[src/rtl/operand_fetch.sv]
// operand_fetch: hazard-checked operand read with writeback forwarding and a registered execute stage
module operand_fetch #(
  parameter int ADDR_WIDTH = 5,
  parameter int DATA_WIDTH = 32,
  parameter int NUM_WORDS  = 32
) (
  input  logic                  clk_i,
  input  logic                  rst_ni,
  input  logic                  flush_i,
  input  logic                  id_valid_i,
  output logic                  id_ready_o,
  input  logic [ADDR_WIDTH-1:0] id_rs1_i,
  input  logic [ADDR_WIDTH-1:0] id_rs2_i,
  input  logic [ADDR_WIDTH-1:0] id_rd_i,
  input  logic                  id_rd_we_i,
  output logic [ADDR_WIDTH-1:0] rf_raddr_a_o,
  input  logic [DATA_WIDTH-1:0] rf_rdata_a_i,
  output logic [ADDR_WIDTH-1:0] rf_raddr_b_o,
  input  logic [DATA_WIDTH-1:0] rf_rdata_b_i,
  input  logic [ADDR_WIDTH-1:0] wb_waddr_i,
  input  logic [DATA_WIDTH-1:0] wb_wdata_i,
  input  logic                  wb_we_i,
  output logic                  ex_valid_o,
  input  logic                  ex_ready_i,
  output logic [DATA_WIDTH-1:0] ex_op_a_o,
  output logic [DATA_WIDTH-1:0] ex_op_b_o,
  output logic [ADDR_WIDTH-1:0] ex_rd_o,
  output logic                  ex_rd_we_o
);
  logic [NUM_WORDS-1:0]  busy_q, busy_d;
  logic                  valid_q, valid_d;
  logic [DATA_WIDTH-1:0] op_a_q, op_a_d, op_b_q, op_b_d;
  logic [ADDR_WIDTH-1:0] rd_q, rd_d;
  logic                  rd_we_q, rd_we_d;
  logic                  wb_en, hit1, hit2, hitd, raw, waw, accept;
  logic [DATA_WIDTH-1:0] fwd_a, fwd_b;

  assign rf_raddr_a_o = id_rs1_i;
  assign rf_raddr_b_o = id_rs2_i;
  assign ex_valid_o   = valid_q;
  assign ex_op_a_o    = op_a_q;
  assign ex_op_b_o    = op_b_q;
  assign ex_rd_o      = rd_q;
  assign ex_rd_we_o   = rd_we_q;

  // hazard detection, forwarding and handshake; x0 is excluded explicitly so it can never stall or forward
  always_comb begin
    wb_en      = wb_we_i && wb_waddr_i != '0;
    hit1       = wb_en && wb_waddr_i == id_rs1_i;
    hit2       = wb_en && wb_waddr_i == id_rs2_i;
    hitd       = wb_en && wb_waddr_i == id_rd_i;
    raw        = (id_rs1_i != '0 && busy_q[id_rs1_i] && !hit1) ||
                 (id_rs2_i != '0 && busy_q[id_rs2_i] && !hit2);
    waw        = id_rd_we_i && id_rd_i != '0 && busy_q[id_rd_i] && !hitd;
    id_ready_o = !flush_i && (!valid_q || ex_ready_i) && !raw && !waw;
    accept     = id_valid_i && id_ready_o;
    fwd_a      = id_rs1_i == '0 ? '0 : hit1 ? wb_wdata_i : rf_rdata_a_i;
    fwd_b      = id_rs2_i == '0 ? '0 : hit2 ? wb_wdata_i : rf_rdata_b_i;
  end

  // next state: output stage loads on accept, holds under backpressure, drains on consume; set beats clear in the scoreboard
  always_comb begin
    valid_d = flush_i ? 1'b0 : accept ? 1'b1 : ex_ready_i ? 1'b0 : valid_q;
    op_a_d  = accept ? fwd_a : op_a_q;
    op_b_d  = accept ? fwd_b : op_b_q;
    rd_d    = accept ? id_rd_i : rd_q;
    rd_we_d = accept ? id_rd_we_i : rd_we_q;
    busy_d  = busy_q;
    if (wb_en) busy_d[wb_waddr_i] = 1'b0;
    if (accept && id_rd_we_i && id_rd_i != '0) busy_d[id_rd_i] = 1'b1;
    if (flush_i) busy_d = '0;
    busy_d[0] = 1'b0;
  end

  // state registers with asynchronous active-low reset
  always_ff @(posedge clk_i or negedge rst_ni) begin
    if (!rst_ni) begin
      busy_q  <= '0;
      valid_q <= 1'b0;
      op_a_q  <= '0;
      op_b_q  <= '0;
      rd_q    <= '0;
      rd_we_q <= 1'b0;
    end else begin
      busy_q  <= busy_d;
      valid_q <= valid_d;
      op_a_q  <= op_a_d;
      op_b_q  <= op_b_d;
      rd_q    <= rd_d;
      rd_we_q <= rd_we_d;
    end
  end
endmodule
[config.mk]
export PLATFORM = sky130hd
export DESIGN_NAME = operand_fetch
export DESIGN_NICKNAME = d
export VERILOG_FILES = /design/src/rtl/operand_fetch.sv
export SDC_FILE = /design/constraint.sdc
export NUM_CORES = 1
export LEC_CHECK = 0
export ABC_AREA = 1
export BUFFER_PORTS_ARGS = -buffer_cell sky130_fd_sc_hd__buf_2
export CAP_MARGIN = 20
export CELL_PAD_IN_SITES_DETAIL_PLACEMENT = 0
export CELL_PAD_IN_SITES_GLOBAL_PLACEMENT = 1
export CORE_UTILIZATION = 36
export DETAILED_ROUTE_END_ITERATION = 12
export PLACE_DENSITY = 0.85
export SYNTH_ARGS = -nofsm -noshare
export SYNTH_HDL_FRONTEND = slang
export SYNTH_SLANG_ARGS = --single-unit
export TNS_END_PERCENT = 20
[constraint.sdc]
create_clock -name clk_i -period 2.21 [get_ports clk_i]
set_clock_uncertainty 0.2 [all_clocks]
set_input_delay 0.221 -clock clk_i [delete_from_list [all_inputs] [get_ports clk_i]]
set_output_delay 0.221 -clock clk_i [all_outputs]
set_load 0.005 [all_outputs]
==> qor.yml, run 1 <==
outcome:
  status: "complete, but fails checks"
  violations: "hold timing, setup timing"
critical_path:
  cpPeakStageDelay_ps: 390
  path_buf_inv: 5
  rr_worst_depth: 16
  path_cells: "buf_4 -> inv_1 -> nand2_1 -> nand3_1 -> nand3_1 -> nand3_1 -> nand2_1 -> nand3_2 -> buf_6 -> nand4_4 -> nor2_4 -> buf_12 -> buf_6 -> nand3_1 -> nand2_1 -> nor2_1"
  worst-path-stages: 16
  crit_end: "busy_q[8]$_DFF_PN0_"
  cp_slowest_cell: "dfrtp_1"
  crit_top_cell: "nand3_1"
  crit_start: "busy_q[9]$_DFF_PN0_"
  reg2reg_slack_ps: -120
  worstPathArrival_ps: 2360
  setup.worst_path.class: "reg -> reg"
  required_ps: 2250
  cp_max_fo: 7
  timing.rr.end: "busy_q[8]$_DFF_PN0_"
  crit_path_end_kind: "register"
  r2r-start: "busy_q[9]$_DFF_PN0_"
  setup.worst_path.start_class: "register"
  crit_family: "simple AND/OR/NAND/NOR gates"
final_layout:
  final_core_util: 0.5303
  nets: 1422
  fin_area_mm2: 0.009559
  fill_cells: 1808
  area_delta_synth_final_pct: 43.96
  drive_gt1_frac: 0.2975
synth:
  ys_ff_latch: 102
  synth.avg_cell_area_um2: 6.660
  synth_cell_types: 24
  yosysTopAreaCell: "dfrtp_1"
  ys_seq_area_frac: 0.3844
  syn_area_mm2: 0.006640
  synth_top_area_share: 0.3844
  ys_warn_count: 0
  syn-num-nets: 1120
  syn_inst: 997
  synth_area_leaders: "dfrtp_1 (38%), nand2_1 (18%), a21oi_1 (6.3%)"
routing:
  routed_via_density: 5.196
  vias: 7970
  wl_um: 26280
  drt_iter0_drc: 640
  first_pass_iters: 5
  route.detailed.drc: 0
  wire_per_inst_um: 17.13
  ant_nets: 0
timing:
  holdWs_ps: -18.08
  finalCriticalPeriod_ps: 2328
  worstMarginPinSlew_ps: 592.3
  period_share: 1.053
  fmax_mhz: 429.6
  grt_setup_unrepaired: "true"
  setup_viol: 35
  setup_ws_ps: -117.8
  final_hold_viol_count: 3
  slew_viol_final: 0
  slew_headroom: 0.6051
floorplanning:
  die_w_um: 137.8
  placementRows: 49
  io_pins: 205
  die-area_mm2: 0.01899
  die_height_um: 137.8
  core_area_mm2: 0.01802
  start_util: 0.3684
power_and_ir_drop:
  cellPowerDensity_mw_per_mm2: 648.2
  p_leak_nw: 5.018
  total_power_w: 0.006196
  ir_drop_mv: 0.4545
grt:
  grt_pass1_wl_um: 37980
  antenna_found_initial: 1
  grt_pass1_vias: 7255
  grt_start_max_net_pins: 52
  grtUsageTotal: 0.2657
  grt_overflow: 0
hold_path:
  min_from: "rf_rdata_a_i[2]"
  hold_class: "in -> reg"
cts:
  cts_tree: "yes"
  clockBufferDepth: 2
  cts-htree-levels: 3
  worstSkewPairLatency_ps: 360
  cts_num_sinks: 102
  clkSlewWorstSetupHoldPaths_ps: 80
  ctsRootBufferMaster: "clkbuf_16"
  cts_made_buffers: 9
placed_design:
  gp_congestion: 0.9184
  place_area_mm2: 0.008567
  portBuffers: 204
  dp_hpwl_um: 18990
run:
  drv_cap: 0
## stage by stage
stage | TNS [ps] | hold slack [ps] | std cells | worst slack (ps)
after CTS | -785.6 | 0.06040 | 1528 | -104.9
after global placement | -9463 | 60.15 | 1472 | -171.7
after global routing | -11530 | 6.558 | 1534 | -224.7
after detailed placement | -12860 | 65.28 | 1472 | -208.2
final | -3290 | -18.08 | 1534 | -117.8
after floorplan | 0 | -274.6 | 997 | 121.7
## worst reg2reg max path, delay by kind of cell, from the launching register on
family / cells / cell delay (ps)
simple gates: 11 / 990
buf+inv: 5 / 630
flops: 1 / 390
## worst min-delay path by stage
stage	to	slack (ps)	depth (start not counted)
5_1_grt	ex_op_a_o[2]$_DFFE_PN0N_	7	3
2_1_floorplan	busy_q[10]$_DFF_PN0_	-270	0
3_5_place_dp	ex_op_b_o[13]$_DFFE_PN0N_	70	1
6_report	ex_op_a_o[2]$_DFFE_PN0N_	-20	3
4_1_cts	ex_op_a_o[19]$_DFFE_PN0N_	0.06	3
3_3_place_gp	ex_op_b_o[13]$_DFFE_PN0N_	60	1
## cells by family after synthesis
kind of cell | after synthesis | synth area share
XOR/XNOR | 9 | 0.01187
AO/OA/AOI/OAI | 219 | 0.1879
AND/OR/NAND/NOR | 494 | 0.3051
buffers and inverters | 173 | 0.1108
flip-flops | 102 | 0.3844
## placed cells by master, fill, tap and decap left out
cell and instances:
inv_6 2, inv_2 12, buf_4 99, xnor2_1 9, buf_6 7, nand4_4 1
diode_2 1, dlygate4sd3_1 37, o31ai_1 7, a21oi_2 2, nand3_1 56, nand2_1 303
inv_1 92, nand3_2 12, nor4_4 1, o211ai_1 24, a22oi_1 18, o31ai_4 1
nand2_2 7, bufinv_16 1, nand4_1 4, nor3_1 34, clkbuf_16 11, o21ai_0 69
clkinv_4 2, nand3_4 1, buf_12 11, o21ai_1 7, nor2_1 69, nor2_2 3
clkbuf_8 1, dfrtp_1 102, nor2_4 2, clkinv_1 2, o31ai_2 8, a21boi_0 1
nor3_2 1, buf_2 202, a21oi_1 82, inv_8 1
## area by class of cell
class	instances	area (um^2)	area share
clock buffers	10	239.0	0.02500
well taps	229	286.5	0.02997
diodes	1	2.502	0.0002618
flip-flops and latches	102	2552	0.2670
multi-input cells	722	3531	0.3694
clock inverters	6	76.32	0.007984
repair buffers	358	2474	0.2588
inverters	106	397.9	0.04162
## synthesized netlist by cell type, drive strengths merged
library cell and n:
nor3 35, clkinv 2, nor4 1, xnor2 9
buf 42, nor2 74, nand2 310, nand4 5
a22oi 18, dfrtp 102, a21oi 84, clkbuf 25
o21ai 76, o211ai 24, o31ai 16, inv 104
a21boi 1, nand3 69
## report_power, final
| group | internal (W) | switching, W | total (W) | leakage, nW |
|---|---|---|---|---|
| clock | 0.000932 | 0.000800 | 0.00173 | 0.156 |
| combinational | 0.000906 | 0.00101 | 0.00192 | 3.54 |
| sequential | 0.00231 | 0.000241 | 0.00255 | 1.32 |
| total | 0.00414 | 0.00205 | 0.00620 | 5.02 |
## registers in the layout (all words and copies together) (netlist names)
signal,count
ex_op_a_o,32
ex_op_b_o,32
busy_q,31
ex_rd_o,5
ex_rd_we_o,1
ex_valid_o,1
## layer usage
metal  vias up  global-route usage  share of wire
li1       3853                   -              -
met4         0              0.1069          0.030
met3        53             0.03091          0.080
met2       394              0.4539           0.48
met1      3670              0.3396           0.41
met5         -                   0              0
## repair_timing
action,in CTS,in global routing
gates cloned,0,3
pin swaps,6,23
gates resized for setup,24,38
hold buffers,37,0
buffers inserted,3,2
setup endpoints to repair,44,103
hold endpoints to repair,75,0
Power figures use the tool's default switching activity.
==> run 2: changes to the inputs <==
--- a/constraint.sdc
+++ b/constraint.sdc
@@ -4,2 +4,2 @@
 set_output_delay 0.221 -clock clk_i [all_outputs]
-set_load 0.005 [all_outputs]
+set_load 0.02 [all_outputs]
==> qor.yml, run 2 (same netlist as run 1, synthesis figures left out) <==
floorplanning:
  start_util: 0.3684
  die_height_um: 137.8
  die_w_um: 137.8
  die-area_mm2: 0.01899
  core_area_mm2: 0.01802
  io_pins: 205
  placementRows: 49
routing:
  routed_via_density: 5.210
  wire_per_inst_um: 17.42
  first_pass_iters: 6
  route.detailed.drc: 0
  drt_iter0_drc: 715
  ant_nets: 0
  wl_um: 27070
  vias: 8097
timing:
  slew_viol_final: 0
  setup_ws_ps: -109.6
  period_share: 1.050
  finalCriticalPeriod_ps: 2320
  grt_setup_unrepaired: "true"
  final_hold_viol_count: 2
  holdWs_ps: -15.10
  setup_viol: 32
  slew_headroom: 0.6194
  fmax_mhz: 431.1
  worstMarginPinSlew_ps: 570.2
power_and_ir_drop:
  p_leak_nw: 5.093
  total_power_w: 0.006682
  ir_drop_mv: 0.5039
  cellPowerDensity_mw_per_mm2: 685.2
cts:
  cts_num_sinks: 102
  cts_tree: "yes"
  cts_made_buffers: 9
  ctsRootBufferMaster: "clkbuf_16"
  cts-htree-levels: 3
  worstSkewPairLatency_ps: 360
  clkSlewWorstSetupHoldPaths_ps: 70
  clockBufferDepth: 2
critical_path:
  required_ps: 2300
  crit_top_cell: "nand2_1"
  path_cells: "nand2_1 -> o21ai_1 -> nand2_1 -> nand2_1 -> nand2_1 -> nand2_2 -> nor2_1 -> nand2_1 -> nand2_1 -> nand3_2 -> nor2_2 -> buf_4 -> nand4_1 -> buf_6 -> clkbuf_16 -> nand2_2 -> nand2_1 -> nor2_1"
  r2r-start: "busy_q[21]$_DFF_PN0_"
  cp_slowest_cell: "dfrtp_1"
  worstPathArrival_ps: 2410
  timing.rr.end: "busy_q[18]$_DFF_PN0_"
  cp_max_fo: 8
  cpPeakStageDelay_ps: 410
  setup.worst_path.class: "reg -> reg"
  crit_path_end_kind: "register"
  reg2reg_slack_ps: -110
  rr_worst_depth: 18
  setup.worst_path.start_class: "register"
hold_path:
  hold_depth: 3
  min_from: "rf_rdata_a_i[4]"
  holdPathEnd: "ex_op_a_o[4]$_DFFE_PN0N_"
  hold_class: "in -> reg"
grt:
  antenna_found_initial: 0
  grt_pass1_vias: 7469
  grtUsageTotal: 0.2761
  grt_start_max_net_pins: 68
  grt_pass1_wl_um: 39750
  grt_overflow: 0
outcome:
  violations: "hold timing, setup timing"
  status: "complete, but fails checks"
placed_design:
  place_ws_ps: -181.2
  portBuffers: 204
  place_area_mm2: 0.008615
  gp_congestion: 0.8854
  dp_hpwl_um: 19000
final_layout:
  mostFrequentLayoutCell: "nand2_1"
  n_antenna_cell: 0
  area_delta_synth_final_pct: 46.86
  final_core_util: 0.5410
  nets: 1443
  final_cell_mix: "nand2_1 (282), buf_2 (202), buf_4 (110), dfrtp_1 (102), inv_1 (90)"
  drive_gt1_frac: 0.3140
  fin_area_mm2: 0.009752
run:
  drv_cap: 0
==> run 2: cell type report <==
type / count / area [um^2]
repair buffers: 379 / 2663
well taps: 229 / 286.5
flip-flops and latches: 102 / 2552
clock buffers: 10 / 239.0
fillers: 1784 / 8273
clock inverters: 6 / 63.81
multi-input cells: 722 / 3550
inverters: 106 / 397.9
==> run 2: layer usage <==
metal / GRT usage / vias to the layer above / wire length, um
met5: 0 / - / 0
met4: 0.09662 / 0 / 680
met3: 0.04452 / 57 / 2430
met2: 0.4729 / 411 / 12940
met1: 0.3496 / 3734 / 11020
li1: - / 3895 / -
==> run 2: critical path: cells and delay by family, from the launching register on <==
| family | cells | cell delay (ps) |
|---|---|---|
| AOI/OAI and AO/OA | 1 | 60 |
| and+or+nand+nor | 14 | 1090 |
| DFF | 1 | 410 |
| buffers and inverters | 3 | 480 |
==> run 2: how the worst max path moves through the flow <==
stage                     slack [ps]                    to            startpoint
after floorplan                   50  busy_q[10]$_DFF_PN0_           id_rs1_i[1]
after global placement          -160  busy_q[19]$_DFF_PN0_            id_rd_i[0]
after detailed placement        -180  busy_q[15]$_DFF_PN0_            id_rd_i[0]
after CTS                        -80            id_ready_o  busy_q[22]$_DFF_PN0_
after global routing            -230  busy_q[18]$_DFF_PN0_  busy_q[21]$_DFF_PN0_
final                           -110  busy_q[18]$_DFF_PN0_  busy_q[21]$_DFF_PN0_
==> run 2: where the power goes <==
group	total [W]	switching, W	internal, W
combinational	0.00249	0.00154	0.000949
clock	0.00164	0.000809	0.000828
sequential	0.00255	0.000245	0.00231
==> run 2: metrics by stage <==
stage,setup TNS (ps),hold slack (ps),std cells
floorplan,0,-274.6,997
global placement,-11040,65.25,1478
detailed placement,-12890,61.96,1478
CTS,-1778,0.7681,1548
global route,-9499,18.18,1554
finish,-2362,-15.10,1554
==> run 2: timing repair <==
action | CTS | global route
cloned | 0 | 4
endpoints found under the hold margin | 148 | 0
hold buffers | 49 | 0
setup buffers | 5 | 2
pin swaps | 11 | 18
resized for setup | 15 | 71
setup endpoints to repair | 96 | 103
==> run 3: changes to the inputs <==
- ABC_AREA: 1 -> not set
- CORE_UTILIZATION: 36 -> 40
- PLACE_DENSITY: 0.85 -> 0.86
- clock period: 2.21 -> 2.3 ns (I/O delays scaled with it)
==> qor.yml, run 3 <==
floorplanning:
  die-area_mm2: 0.01671
  die_w_um: 129.3
  io_pins: 205
  die_height_um: 129.3
  placementRows: 46
  start_util: 0.4092
  core_area_mm2: 0.01583
grt:
  grt_overflow: 0
  grtUsageTotal: 0.2382
  grt_pass1_vias: 5474
  grt_pass1_wl_um: 30220
  grt_start_max_net_pins: 39
  antenna_found_initial: 0
power_and_ir_drop:
  total_power_w: 0.005822
  cellPowerDensity_mw_per_mm2: 661.5
  ir_drop_mv: 0.4973
  p_leak_nw: 4.180
outcome:
  status: "complete, but fails checks"
  violations: "setup timing"
critical_path:
  path_buf_inv: 3
  cp_max_fo: 2
  setup.worst_path.class: "reg -> out"
  worst-path-stages: 8
  crit_family: "multiplexers"
  cpPeakStageDelay_ps: 470
  crit_path_end_kind: "output port"
  setup.worst_path.start_class: "register"
  rr_worst_depth: 10
  required_ps: 1870
  path_cells: "buf_6 -> mux4_2 -> mux2_4 -> o211ai_1 -> a21o_1 -> buf_6 -> and3_4 -> buf_6"
  cp_slowest_cell: "mux4_2"
  worstPathArrival_ps: 2360
  crit_top_cell: "buf_6"
synth:
  ys_warn_count: 0
  synth_cell_types: 46
  synth_common_cells: "dfrtp_1 (102), mux2_2 (69), mux2i_1 (63)"
  syn-num-nets: 726
  synth.area.mux_share: 0.2503
  syn_area_mm2: 0.006477
  synth-compound-area-share: 0.1427
  synth_top_family_by_area: "multiplexers"
  synth.avg_cell_area_um2: 10.74
  syn_inst: 603
  ys.flop_type: "dfrtp_1"
  synth_fa_ha_area_frac: 0
  yosysTopAreaCell: "dfrtp_1"
  synth_top_area_share: 0.3941
  synth_xor_xnor_area_share: 0.02028
  synth-edff-count: 0
  yosys.area_share.simple: 0.1375
  ys_seq_area_frac: 0.3941
  async_flop_share: 1.000
  synth.most_common_cell: "dfrtp_1"
  synth_area_leaders: "dfrtp_1 (39%), mux2_2 (12%), mux2i_1 (9.7%)"
  ys_ff_latch: 102
final_layout:
  final_cell_mix: "buf_2 (202), dfrtp_1 (102), buf_4 (95), mux2_2 (68), mux2i_1 (63)"
  drive_gt1_frac: 0.5046
  fin_area_mm2: 0.008802
  n_antenna_cell: 0
  final_cells: 1088
  area_delta_synth_final_pct: 35.89
  regArea_mm2: 0.002552
  mostFrequentLayoutCell: "buf_2"
  multi_input_area_mm2: 0.003656
  nets: 991
  fill_cells: 1408
placed_design:
  place_area_mm2: 0.008401
  gp_congestion: 0.9326
  dp_hpwl_um: 15050
  dp.cells: 1065
  portBuffers: 204
  place_ws_ps: -449.5
routing:
  vias: 5839
  first_pass_iters: 10
  drt_iter0_drc: 351
  ant_nets: 0
  wire_per_inst_um: 18.09
  routed_via_density: 5.367
  route.detailed.drc: 0
  wl_um: 19680
timing:
  setup_viol: 102
  grt_setup_unrepaired: "true"
  fmax_mhz: 358.6
  worstMarginPinSlew_ps: 623.9
  final_hold_viol_count: 0
  finalCriticalPeriod_ps: 2789
  slew_viol_final: 0
  setup_ws_ps: -488.5
  period_share: 1.212
  holdWs_ps: 23.75
  slew_headroom: 0.5828
cts:
  cts-htree-levels: 3
  clockBufferDepth: 2
  cts_num_sinks: 102
  cts_made_buffers: 9
  worstSkewPairLatency_ps: 340
  ctsRootBufferMaster: "clkbuf_16"
  clkSlewWorstSetupHoldPaths_ps: 70
  cts_tree: "yes"
hold_path:
  hold_depth: 3
  hold_class: "in -> reg"
run:
  drv_cap: 0
==> run 3: cell count changes after synthesis, sizes merged, moves of 31 or more <==
cell,change
nor3,-31
o21ai,-49
inv,-103
mux2,+72
nand3,-52
a21oi,-77
nand2,-284
mux2i,+63
a22o,+32
==> run 3: repair_timing <==
item,CTS,global route
buffers inserted,5,1
gates resized for setup,12,3
hold buffers,2,0
cloned,0,0
endpoints found under the hold margin,32,0
pin swaps,4,3
endpoints found under the setup margin,102,103
==> run 3: path summary, 6_finish.rpt <==
check                                  startpoint                        end  slack [ps]
min reg2reg                ex_rd_o[0]$_DFFE_PN0N_     ex_rd_o[0]$_DFFE_PN0N_         300
min                              rf_rdata_a_i[10]  ex_op_a_o[10]$_DFFE_PN0N_          20
max in group asynchronous                  rst_ni        busy_q[1]$_DFF_PN0_        1110
max reg2reg                  busy_q[29]$_DFF_PN0_  ex_op_b_o[25]$_DFFE_PN0N_        -470
min in group asynchronous                  rst_ni  ex_op_a_o[12]$_DFFE_PN0N_         210
max                          busy_q[29]$_DFF_PN0_                 id_ready_o        -490
==> run 3: tightest hold or removal path: cells and delay by family <==
family | cells | cell delay (ps)
AOI/OAI and AO/OA | 1 | 110
muxes | 1 | 130
buffers and inverters | 1 | 80
==> run 3: per-stage QoR <==
stage          utilization  setup TNS [ps]
6_report            0.5561          -40420
5_1_grt             0.5561          -48680
4_1_cts             0.5553          -41020
3_5_place_dp        0.5308          -37160
3_3_place_gp        0.5308          -35530
2_1_floorplan            -          -11030
==> run 3: cell type report <==
class,count,area share
Inverter,1,0.0004264
Timing Repair Buffer,316,0.2318
Clock buffer,9,0.02559
Tap cell,216,0.03070
Clock inverter,6,0.006112
Sequential cell,102,0.2900
Multi-Input combinational cell,438,0.4154
==> run 3: cell families (layout without fill, tap and decap cells) <==
kind of cell,after synthesis,in the layout
muxes,143,143
AOI/OAI and AO/OA,113,113
DFF,102,102
xor gates and xnor gates,15,15
buffers and inverters,63,332
and+or+nand+nor,167,167
==> run 3: per-layer routing <==
layer	GRT usage	part of all wire
met1	0.3281	0.44
met5	0	0
met3	0.04294	0.071
met4	0.07059	0.023
met2	0.3814	0.47
==> run 3: power by group <==
part | internal, W | switching, W | leakage [nW] | total, W
clock network | 0.000748 | 0.000710 | 0.134 | 0.00146
registers | 0.00217 | 0.000184 | 1.28 | 0.00235
logic | 0.000877 | 0.00113 | 2.77 | 0.00201
total | 0.00379 | 0.00203 | 4.18 | 0.00582
